--- config.mk ---
export PLATFORM = sky130hd
export DESIGN_NAME = median_stream_3_flat
export DESIGN_NICKNAME = d
export VERILOG_FILES = /design/src/rtl/median_stream_3_pkg.sv /design/src/rtl/median_stream_3_if.sv /design/src/rtl/median_3_3_3.sv /design/src/rtl/median_stream_3.sv /design/src/flat_wrapper.sv
export SDC_FILE = /design/constraint.sdc
export NUM_CORES = 1
export LEC_CHECK = 0
export CORE_ASPECT_RATIO = 0.7
export CORE_MARGIN = 10
export CORE_UTILIZATION = 61
export DETAILED_ROUTE_END_ITERATION = 8
export PLACE_DENSITY = 0.87
export SETUP_SLACK_MARGIN = 0.15
export SYNTH_ARGS = -nofsm -noshare
export SYNTH_HDL_FRONTEND = slang
export SYNTH_HIERARCHICAL = 1
export SYNTH_SLANG_ARGS = --single-unit
--- constraint.sdc ---
create_clock -name clk -period 13.9 [get_ports clk]
set_clock_uncertainty 0.15 [all_clocks]
set_input_delay 2.085 -clock clk [delete_from_list [all_inputs] [get_ports clk]]
set_output_delay 2.085 -clock clk [all_outputs]
set_load 0.05 [all_outputs]
--- src/rtl/median_stream_3_pkg.sv ---
// Shared types for the streaming 3-sample median/sort block.
package median_stream_3_pkg;

  // Sample word; compared as unsigned everywhere.
  typedef logic [31:0] data_t;

  // Window fill level, 0..3, saturating at 3.
  typedef logic [1:0] fill_t;

  localparam fill_t FILL_EMPTY = 2'd0;
  localparam fill_t FILL_TWO   = 2'd2;
  localparam fill_t FILL_FULL  = 2'd3;

  // Number of entries in the sliding window.
  localparam int WIN_LEN = 3;

  // Unsigned minimum of two samples.
  function automatic data_t umin(input data_t a, input data_t b);
    return (a < b) ? a : b;
  endfunction

  // Unsigned maximum of two samples.
  function automatic data_t umax(input data_t a, input data_t b);
    return (a < b) ? b : a;
  endfunction

endpackage

--- src/rtl/median_stream_3_if.sv ---
// Sample-in / sorted-window-out handshake bundle.
interface median_stream_3_if;
  import median_stream_3_pkg::*;

  logic  in_valid;
  logic  in_ready;
  data_t in_data;
  logic  in_last;

  logic  out_valid;
  logic  out_ready;
  data_t out_min;
  data_t out_med;
  data_t out_max;
  logic  out_last;

  // Producer of samples / consumer of results.
  modport master (
    output in_valid, in_data, in_last, out_ready,
    input  in_ready, out_valid, out_min, out_med, out_max, out_last
  );

  // The median block itself.
  modport slave (
    input  in_valid, in_data, in_last, out_ready,
    output in_ready, out_valid, out_min, out_med, out_max, out_last
  );

endinterface

--- src/rtl/median_3_3_3.sv ---
// Combinational unsigned sort of three samples.
module median_3_3_3
  import median_stream_3_pkg::*;
(
  input  data_t a_i,
  input  data_t b_i,
  input  data_t c_i,
  output data_t min_o,
  output data_t med_o,
  output data_t max_o
);

  data_t lo_ab;
  data_t hi_ab;

  // Order the first pair, then fold in the third sample. Equal inputs
  // simply yield equal outputs, so ties need no special handling.
  always_comb begin
    lo_ab = umin(a_i, b_i);
    hi_ab = umax(a_i, b_i);
    min_o = umin(lo_ab, c_i);
    max_o = umax(hi_ab, c_i);
    med_o = umax(lo_ab, umin(hi_ab, c_i));
  end

endmodule

--- src/rtl/median_stream_3.sv ---
// Streaming sorter over a 3-sample sliding window, reset at packet ends.
module median_stream_3
  import median_stream_3_pkg::*;
#(
  parameter int CNT_W = 16
) (
  input  logic             clk,
  input  logic             rst_n,
  median_stream_3_if.slave bus,
  output logic [CNT_W-1:0] short_cnt
);

  // Window: index 0 oldest, index 2 newest.
  data_t            win_q [WIN_LEN];
  data_t            win_d [WIN_LEN];
  fill_t            fill_q, fill_d;
  logic [CNT_W-1:0] short_cnt_q, short_cnt_d;

  logic             out_valid_q, out_valid_d;
  logic             out_last_q, out_last_d;
  data_t            out_min_q, out_min_d;
  data_t            out_med_q, out_med_d;
  data_t            out_max_q, out_max_d;

  logic             in_ready;
  logic             in_xfer;
  logic             out_xfer;
  logic             produce;
  logic             window_ready;

  data_t            sort_min, sort_med, sort_max;

  // Sort the two newest stored samples together with the incoming one.
  median_3_3_3 u_sort (
    .a_i   (win_q[1]),
    .b_i   (win_q[2]),
    .c_i   (bus.in_data),
    .min_o (sort_min),
    .med_o (sort_med),
    .max_o (sort_max)
  );

  // Single output register: accept input whenever it is empty or draining.
  assign in_ready     = !out_valid_q || bus.out_ready;
  assign in_xfer      = bus.in_valid && in_ready;
  assign out_xfer     = out_valid_q && bus.out_ready;
  assign window_ready = (fill_q >= FILL_TWO);
  assign produce      = in_xfer && window_ready;

  // Window shifts by one slot on every accepted sample.
  for (genvar gi = 0; gi < WIN_LEN; gi++) begin : g_win
    if (gi < WIN_LEN - 1) begin : g_shift
      assign win_d[gi] = in_xfer ? win_q[gi+1] : win_q[gi];
    end else begin : g_head
      assign win_d[gi] = in_xfer ? bus.in_data : win_q[gi];
    end
  end

  // Next-state for fill, short-packet counter and the output register.
  always_comb begin
    fill_d      = fill_q;
    short_cnt_d = short_cnt_q;
    out_valid_d = out_valid_q;
    out_last_d  = out_last_q;
    out_min_d   = out_min_q;
    out_med_d   = out_med_q;
    out_max_d   = out_max_q;

    if (in_xfer) begin
      if (bus.in_last) begin
        // Packet boundary: the next sample opens a fresh window.
        fill_d = FILL_EMPTY;
        if (!window_ready && (short_cnt_q != '1)) begin
          short_cnt_d = short_cnt_q + 1'b1;
        end
      end else if (fill_q != FILL_FULL) begin
        fill_d = fill_q + 1'b1;
      end
    end

    if (produce) begin
      out_valid_d = 1'b1;
      out_last_d  = bus.in_last;
      out_min_d   = sort_min;
      out_med_d   = sort_med;
      out_max_d   = sort_max;
    end else if (out_xfer) begin
      out_valid_d = 1'b0;
    end
  end

  // State register; reset clears everything without waiting for a clock.
  always_ff @(posedge clk or negedge rst_n) begin
    if (!rst_n) begin
      for (int i = 0; i < WIN_LEN; i++) begin
        win_q[i] <= '0;
      end
      fill_q      <= FILL_EMPTY;
      short_cnt_q <= '0;
      out_valid_q <= 1'b0;
      out_last_q  <= 1'b0;
      out_min_q   <= '0;
      out_med_q   <= '0;
      out_max_q   <= '0;
    end else begin
      for (int i = 0; i < WIN_LEN; i++) begin
        win_q[i] <= win_d[i];
      end
      fill_q      <= fill_d;
      short_cnt_q <= short_cnt_d;
      out_valid_q <= out_valid_d;
      out_last_q  <= out_last_d;
      out_min_q   <= out_min_d;
      out_med_q   <= out_med_d;
      out_max_q   <= out_max_d;
    end
  end

  assign bus.in_ready  = in_ready;
  assign bus.out_valid = out_valid_q;
  assign bus.out_last  = out_last_q;
  assign bus.out_min   = out_min_q;
  assign bus.out_med   = out_med_q;
  assign bus.out_max   = out_max_q;
  assign short_cnt     = short_cnt_q;

endmodule

--- src/flat_wrapper.sv ---
// flat-port wrapper written by rule: the top's interface ports become plain ports
module median_stream_3_flat import median_stream_3_pkg::*;
#(
  parameter int CNT_W = 16
)
  (clk, rst_n, short_cnt, bus_in_valid, bus_in_data, bus_in_last, bus_out_ready, bus_in_ready, bus_out_valid, bus_out_min, bus_out_med, bus_out_max, bus_out_last);
  median_stream_3_if bus_i ();
  input  logic clk;
  input  logic rst_n;
  output logic [CNT_W-1:0] short_cnt;
  input wire logic [$bits(bus_i.in_valid)-1:0] bus_in_valid;
  input wire logic [$bits(bus_i.in_data)-1:0] bus_in_data;
  input wire logic [$bits(bus_i.in_last)-1:0] bus_in_last;
  input wire logic [$bits(bus_i.out_ready)-1:0] bus_out_ready;
  output wire logic [$bits(bus_i.in_ready)-1:0] bus_in_ready;
  output wire logic [$bits(bus_i.out_valid)-1:0] bus_out_valid;
  output wire logic [$bits(bus_i.out_min)-1:0] bus_out_min;
  output wire logic [$bits(bus_i.out_med)-1:0] bus_out_med;
  output wire logic [$bits(bus_i.out_max)-1:0] bus_out_max;
  output wire logic [$bits(bus_i.out_last)-1:0] bus_out_last;
  assign bus_i.in_valid = bus_in_valid;
  assign bus_i.in_data = bus_in_data;
  assign bus_i.in_last = bus_in_last;
  assign bus_i.out_ready = bus_out_ready;
  assign bus_in_ready = bus_i.in_ready;
  assign bus_out_valid = bus_i.out_valid;
  assign bus_out_min = bus_i.out_min;
  assign bus_out_med = bus_i.out_med;
  assign bus_out_max = bus_i.out_max;
  assign bus_out_last = bus_i.out_last;
  median_stream_3 #(.CNT_W(CNT_W)) u_core (.clk(clk), .rst_n(rst_n), .bus(bus_i), .short_cnt(short_cnt));
endmodule
==> summary.md <==
| Metric | Value |
|---|---|
| Status | completed |
| Worst Reg-to-Reg Cells | 30 |
| Simple-gate portion of the synthesized area | 0.160 |
| TritonCTS Sinks | 180 |
| Fin area | 0.0145 mm^2 |
| Core ar. | 0.0197 mm^2 |
| Synth area leader | dfrtp_1 |
| Post-DP HPWL | around 24,000 um |
| Hold path endpoint | u_core/short_cnt[15] |
| DR pass1 iterations | 7 |
| Synth top cells by count | nand2_1 (261), dfrtp_1 (180), a21oi_1 (133) |
| Setup TNS | 0 ps |
| Max_cap viols | 0 |
| Antenna diodes | 0 |
| Slew HR | 0.304 |
| Hold path start | u_core/short_cnt[15] |
| Tightest Pin Transition | 1040 ps |
| Via count | ~10,000 |
| Mapped Cells | 1,352 |
| Post-DR wirelength/cell | 19.1 um |
| Post-layout net count | 1,638 |
| Clock insertion delay at the later pin of the skew report | between 400 and 500 ps |
| RSZ-0062 raised after global routing | false |
| Adder-cell share of the synthesized area | 0.130 |
| Area Overhead vs Synth | 18.2% |
| Post-route ant nets | 0 |
| Most frequent cell after synthesis | nand2_1 |
| Period utilization | 0.724 |
| Register bit total from synthesis | 180 |
| Setup Buffers After CTS | 0 |
| Setup crit start kind | register |
| Largest family of logic cells by synthesized area | simple AND/OR/NAND/NOR gates |
| Final Max Slew Viols | 0 |
| Final setup fails | 0 |
| CP Capture Type | register |
| Post-CTS Resized | 0 |
| Hold slack | 354 ps |
| Die Width | 189 um |
| Area after DPL | ~0.014 mm^2 |
| Worst hold stages | 1 |
| Largest stage delay, worst path | 830 ps |
| CP max FO | 71 |
| Mean post-synth cell area | approximately 9 um^2 |
| Root Driver | clkbuf_16 |
| # rows | 43 |
| Max clock buf depth | 2 |
| Synthesis Warnings | 6 |
| Syn_nets | 1,516 |
| Die area | 0.0262 mm^2 |
| Fin. Hold Viols | 0 |
| Total CTS buffers | 17 |
| CTS tree | done |
| Crit path DAT | a little over 10,000 ps |
| Clock Pin Slew Worst Setup and Hold Paths | 80 ps |
| Total Wirelength | 33,600 um |
| IO Pins | ~150 |
| Routability cong. | 0.945 |
| EDFF count, synth | 0 |
| Synth async-reset ratio | 1.00 |
| Post-cts hold buffer count | 0 |
| Seq/Total Area, Yosys | 0.368 |
| Synth Area in Compound Gates | 0.121 |
| Worst r2r dst | u_core/bus.out_med[28] |
| First-pass GRT wire length | 54,400 um |
| Post-synthesis mux area share | 0.153 |
| Worst r2r src | u_core/win_q[6] |
| Vias in the first global route | just over 10,000 |
| Synth Cell Area | roughly 0.012 mm^2 |
| CTS HTree Levels | 4 |
| Synth Area in XOR/XNOR | 0.0107 |
| Initial core utilization | 0.621 |
| Synth cell types | 66 |
| R2r setup slk | 3840 ps |
| Slowest stage cell on the critical path | nor2_4 |
| Worst hold-check path type | register to register |
| Fillers | 1,437 |
| Via density per instance | 5.97 |
| Layout cells sized above 1 | 0.128 |
| Tmin final | 10,060 ps |
| Total GRT Usage | 0.251 |
| Grt ovf | 0 |
| Ys flop type | dfrtp_1 |
| Fmax | between 90 and 100 MHz |
| Top cells by area, synth | dfrtp_1 (37%), ha_1 (13%), mux2_2 (9.9%) |
| Iteration-0 DRC Markers | 1,076 |
| Die H | 139 um |
| Antenna violations before repair | 0 |
| Largest net degree at the start of global routing | 107 |
| Setup CP Type | register to register |
| WP data required | 14,080 ps |
| DRC viols | 0 |
| Top cell type's share of synthesized area | 0.368 |
| # port buffers | ~150 |
routing by layer:
layer	vias up	GRT usage	share of wire
li1	4914	-	-
met1	5019	0.353	0.45
met2	500	0.375	0.44
met3	56	0.0611	0.091
met4	0	0.0700	0.017
met5	-	0	0
registers in the layout, indices dropped and copies added, names as in the netlist:
register,flops
u_core/bus.out_min,32
u_core/bus.out_valid,1
u_core/bus.out_last,1
u_core/bus.out_max,32
u_core/short_cnt,16
u_core/fill_q,2
u_core/bus.out_med,32
u_core/win_q,64
worst max-delay path by stage:
stage / from / cells past startpoint / to
floorplan: u_core/win_q[38] / 29 / u_core/bus.out_med[10]
global placement: u_core/win_q[31] / 30 / u_core/bus.out_med[28]
detailed placement: u_core/win_q[6] / 29 / u_core/bus.out_med[28]
CTS: u_core/win_q[6] / 30 / u_core/bus.out_med[28]
global route: u_core/win_q[6] / 31 / u_core/bus.out_med[28]
finish: u_core/win_q[6] / 30 / u_core/bus.out_med[28]
cells by family after synthesis:
family / after synthesis
muxes: 162
adders and majority gates: 127
buffers and inverters: 158
and+or+nand+nor: 455
DFF: 180
xor gates and xnor gates: 15
AOI/OAI and AO/OA: 255
per-stage QoR:
stage / cells / setup WS [ps] / util
after global placement: 1725 / 4440 / 0.703
after CTS: 1757 / 4220 / 0.733
final: 1757 / 3840 / 0.733
after detailed placement: 1725 / 4310 / 0.703
after global routing: 1757 / 3490 / 0.733
after floorplan: 1352 / 6900 / -
critical path: cells and delay by family (launching register included):
kind,cells,cell delay [ps]
compound gates,12,3330
fa+ha+maj,3,920
buf+inv,5,1980
flops,1,430
mux,3,1310
simple gates,7,1740
cell type report:
| class | instances | area, um^2 | area share |
|---|---|---|---|
| clock buffers | 18 | 439 | 0.0303 |
| inverters | 98 | 368 | 0.0254 |
| multi-input cells | 1014 | 7070 | 0.488 |
| clock inverters | 14 | 164 | 0.0113 |
| repair buffers | 163 | 1600 | 0.111 |
| well taps | 270 | 338 | 0.0233 |
| flip-flops and latches | 180 | 4500 | 0.311 |
placed cells by master, fill, tap and decap left out, types with 3 or more instances in the layout:
master	netlist	final
nand2_1	261	260
nor4_1	10	10
and2_1	5	5
nand2b_1	3	3
mux2_4	20	20
o21ai_0	54	54
a31oi_1	3	3
nor2_1	105	105
a21o_1	22	22
o21a_1	6	6
inv_6	0	3
ha_1	127	127
a211oi_1	7	7
a21oi_1	133	133
mux2_2	108	108
xor2_1	15	15
and3_1	4	4
inv_1	98	98
clkbuf_16	0	17
clkdlybuf4s50_1	0	150
nand4_1	23	23
and4_1	5	5
mux2i_1	31	31
o211ai_1	7	7
nand3_1	9	9
buf_4	11	12
dfrtp_1	180	180
nor3_1	13	13
inv_8	0	4
Power is left out: the tool's default activity adds up to more than one toggle a clock period on the data nets, which glitch-free logic cannot reach.
==> patch 1, RTL diff (config.mk and constraints unchanged) <==
Change the package constant `WIN_LEN` from 3 to 5.
--- a/src/rtl/median_stream_3_pkg.sv
+++ b/src/rtl/median_stream_3_pkg.sv
@@ -14,3 +14,3 @@
   // Number of entries in the sliding window.
-  localparam int WIN_LEN = 3;
+  localparam int WIN_LEN = 5;
 
Function: changed (a bounded check fails within 4 cycles, from zero or initial values and one cycle with rst_n low).
==> patch 1 against the unedited design <==
  * Design area rose by 18%
  * Count of clock-buffer cells in the layout rose by 16
  * Sequential cell count rose by 64
  * Die area rose by 17%
  * Synthesized area rose by 19%
  * Setup slack improved by 0.43 ns
  * Routed wire length rose by 11%
  * Global-route usage fell by 0.97 points
Power is left out: the tool's default activity adds up to more than one toggle a clock period on the data nets, which glitch-free logic cannot reach.
==> patch 1: results <==
[setup_path]
cp_slowest_stage_delay_ns = 0.80
slowest_stage = "a311oi_4"
cp.arrival_ns = 9.89
cp_max_fo = 65

[synth]
synth-compound-area-share = 0.0650
ys_types = 60
netlist_top_cells_count = "nand2_1 (444), dfrtp_1 (244), mux2_2 (162)"
muxShareOfSynthArea = 0.192
seq_area_frac_synth = 0.417
synth_fp_nets = 1673
ys.flop_type = "dfrtp_1"
yosys-top-cells-area = "dfrtp_1 (42%), mux2_2 (12%), nand2_1 (11%), ha_1 (11%), mux2i_1 (6.7%)"
syn_area_per_cell_sq_um = 9.70
synth_xor_area_frac = 0.00718
synthArstFlopShare = 1.00
synth-adder-area-share = 0.109

[cts]
path_clk_slew_ns = 0.06
cts_max_level = 1
numCtsBuffers = 24
cts_buffer_depth = 3
clock_latency_ns = 0.53
cts-root-buf = "clkbuf_16"
cts-resized-gates = 0

[placement]
dp.cells = 1925
gp_congestion = 0.959
pre_cts_ws_ns = 4.51
postPlaceCellArea_sq_um = 16300
place_hpwl_um = 26800

[grt]
grt_max_degree = 109
grt_use_total = 0.241
antenna_found_initial = 1
grt_pass1_wl_um = 60400

[finish]
drive_above_1_share = 0.139
largest_reg_flops = 128
top_register = "u_core/win_q"
finalNetCount = 1797

[routing]
detail_route.vias_per_cell = 5.76
vias = 11314
firstDrtPassIters = 5
avgRoutedWirePerCell_um = 18.9
drt_iter0_markers = 1060

[outcome]
status = "finished, final reports clean"

[worst_hold_path]
worstHoldPathType = "reg -> reg"

[timing]
tightestPinTransition_ns = 1.22
-- patch 1: changes by cell type after synthesis, moves of 4 or more --
cell / unedited run / this run
dfrtp_1: 180 / 244
inv_1: 98 / 102
mux2_4: 20 / 0
xor2_1: 15 / 11
a21oi_1: 133 / 34
nor4_1: 10 / 3
mux2i_1: 31 / 98
o21ai_0: 54 / 50
o211ai_1: 7 / 2
nand3_1: 9 / 14
mux2_2: 108 / 162
nor2_1: 105 / 28
nand2_1: 261 / 444
-- patch 1: cell type report --
class	count	area, sq um
Clock inverter	4	47.5
Tap cell	318	398
Multi-Input combinational cell	1100	7820
Inverter	102	383
Sequential cell	244	6110
Antenna cell	1	2.50
Clock buffer	34	709
Timing Repair Buffer	161	1590
Fill cell	1754	6580
-- patch 1: worst paths after layout --
check	to	slack, ns	cells after the start	startpoint
min	u_core/win_q[65]$_DFFE_PN0P_	0.31	2	u_core/win_q[33]$_DFFE_PN0P_
max	u_core/bus.out_med[27]$_DFFE_PN0P_	4.27	30	u_core/win_q[85]$_DFFE_PN0P_
min reg2reg	u_core/win_q[65]$_DFFE_PN0P_	0.31	2	u_core/win_q[33]$_DFFE_PN0P_
min in group asynchronous	u_core/win_q[50]$_DFFE_PN0P_	1.43	1	rst_n
max in group asynchronous	u_core/win_q[95]$_DFFE_PN0P_	10.63	2	rst_n
max reg2reg	u_core/bus.out_med[27]$_DFFE_PN0P_	4.27	30	u_core/win_q[85]$_DFFE_PN0P_
-- patch 1: metal layers --
layer  wire, um  vias to the layer above  track usage
met2      16100                      374        0.363
met5          0                        -            0
met4        640                        0       0.0476
li1           -                     5382            -
met3       2880                       53       0.0503
met1      17600                     5505        0.353
==> patch 2, RTL diff (config.mk and constraints unchanged) <==
Without the edit above. Reset style: synchronous (`rst_n`), changed in one clocked block.
--- a/src/rtl/median_stream_3.sv
+++ b/src/rtl/median_stream_3.sv
@@ -92,3 +92,3 @@
   // State register; reset clears everything without waiting for a clock.
-  always_ff @(posedge clk or negedge rst_n) begin
+  always_ff @(posedge clk) begin
     if (!rst_n) begin
Function: differs if rst_n is asserted again (counterexample within 4 cycles, from zero or initial values and one cycle with rst_n low); with rst_n held inactive, the same outputs for 4 cycles.
==> patch 2 against the unedited design <==
  * Via count increased by 5.4%
  * Global-route usage increased by 1.3 points
  * Critical path depth fell by 3
  * Maximum frequency up 6.4%
  * Largest cell class unchanged
  * Setup slack gained 0.60 ns
  * Design area fell by 3.3%
  * Critical path type unchanged
  * Sequential cell count unchanged
  * Routed wire length grew 3.3%
  * Synthesized area down 3.4%
==> patch 2: results <==
[timing]
relSlewSlack = 0.208

[setup_path]
cp.arrival_ns = 9.59
ff2ff_setup_slack_ns = 4.44
cp_max_fo = 73
slowest_stage = "o31a_2"
cp_slowest_stage_delay_ns = 0.98

[finish]
layout.cells.non_filler = 1855
drive_above_1_share = 0.0333
seq_cells = 180
nNonClkInverters = 110
layout.nonclk_buf_frac = 0.113
n_fill_cell = 1472
finalNetCount = 1742

[routing]
drt_iter0_markers = 1461
vias = 11055
avgRoutedWirePerCell_um = 18.7
wl_met2_um = 14500
drt-met1-wl_um = 16200

[grt]
grt_pass1_vias = 10309
grt_use_total = 0.264
grt_max_degree = 76
grt_pass1_wl_um = 55400

[synth]
netlist_top_cells_count = "nand2_1 (323), a21oi_1 (169), ha_1 (127)"
seq_area_frac_synth = 0.359
synth_xor_area_frac = 0
synth-adder-area-share = 0.134
synth-compound-area-share = 0.176
ys_types = 58
synth_fp_nets = 1641
muxShareOfSynthArea = 0.0575
synth-edff-count = 64

[outcome]
status = "finished, final reports clean"

[placement]
dp.cells = 1823
-- patch 2: worst paths after layout --
path / startpoint / endpoint / depth (start not counted)
worst max-delay path: u_core/win_q[1][30]$_SDFFCE_PN0P_ / u_core/bus.out_med[0]$_SDFFE_PN0P_ / 27
worst min-delay path: u_core/bus.out_min[6]$_SDFFE_PN0P_ / u_core/bus.out_min[6]$_SDFFE_PN0P_ / 2
worst max register to register: u_core/win_q[1][30]$_SDFFCE_PN0P_ / u_core/bus.out_med[0]$_SDFFE_PN0P_ / 27
worst min register to register: u_core/bus.out_min[6]$_SDFFE_PN0P_ / u_core/bus.out_min[6]$_SDFFE_PN0P_ / 2
-- patch 2: per-layer routing --
layer / vias to the layer above / track usage
met5: - / 0
met4: 0 / 0.0603
met3: 49 / 0.0735
met2: 547 / 0.391
met1: 5125 / 0.373
li1: 5334 / -
-- patch 2: worst min-delay path: stages (launching register included) --
cell	delay (ns)
dfxtp_1	0.31
nand2_1	0.05
a21oi_1	0.05
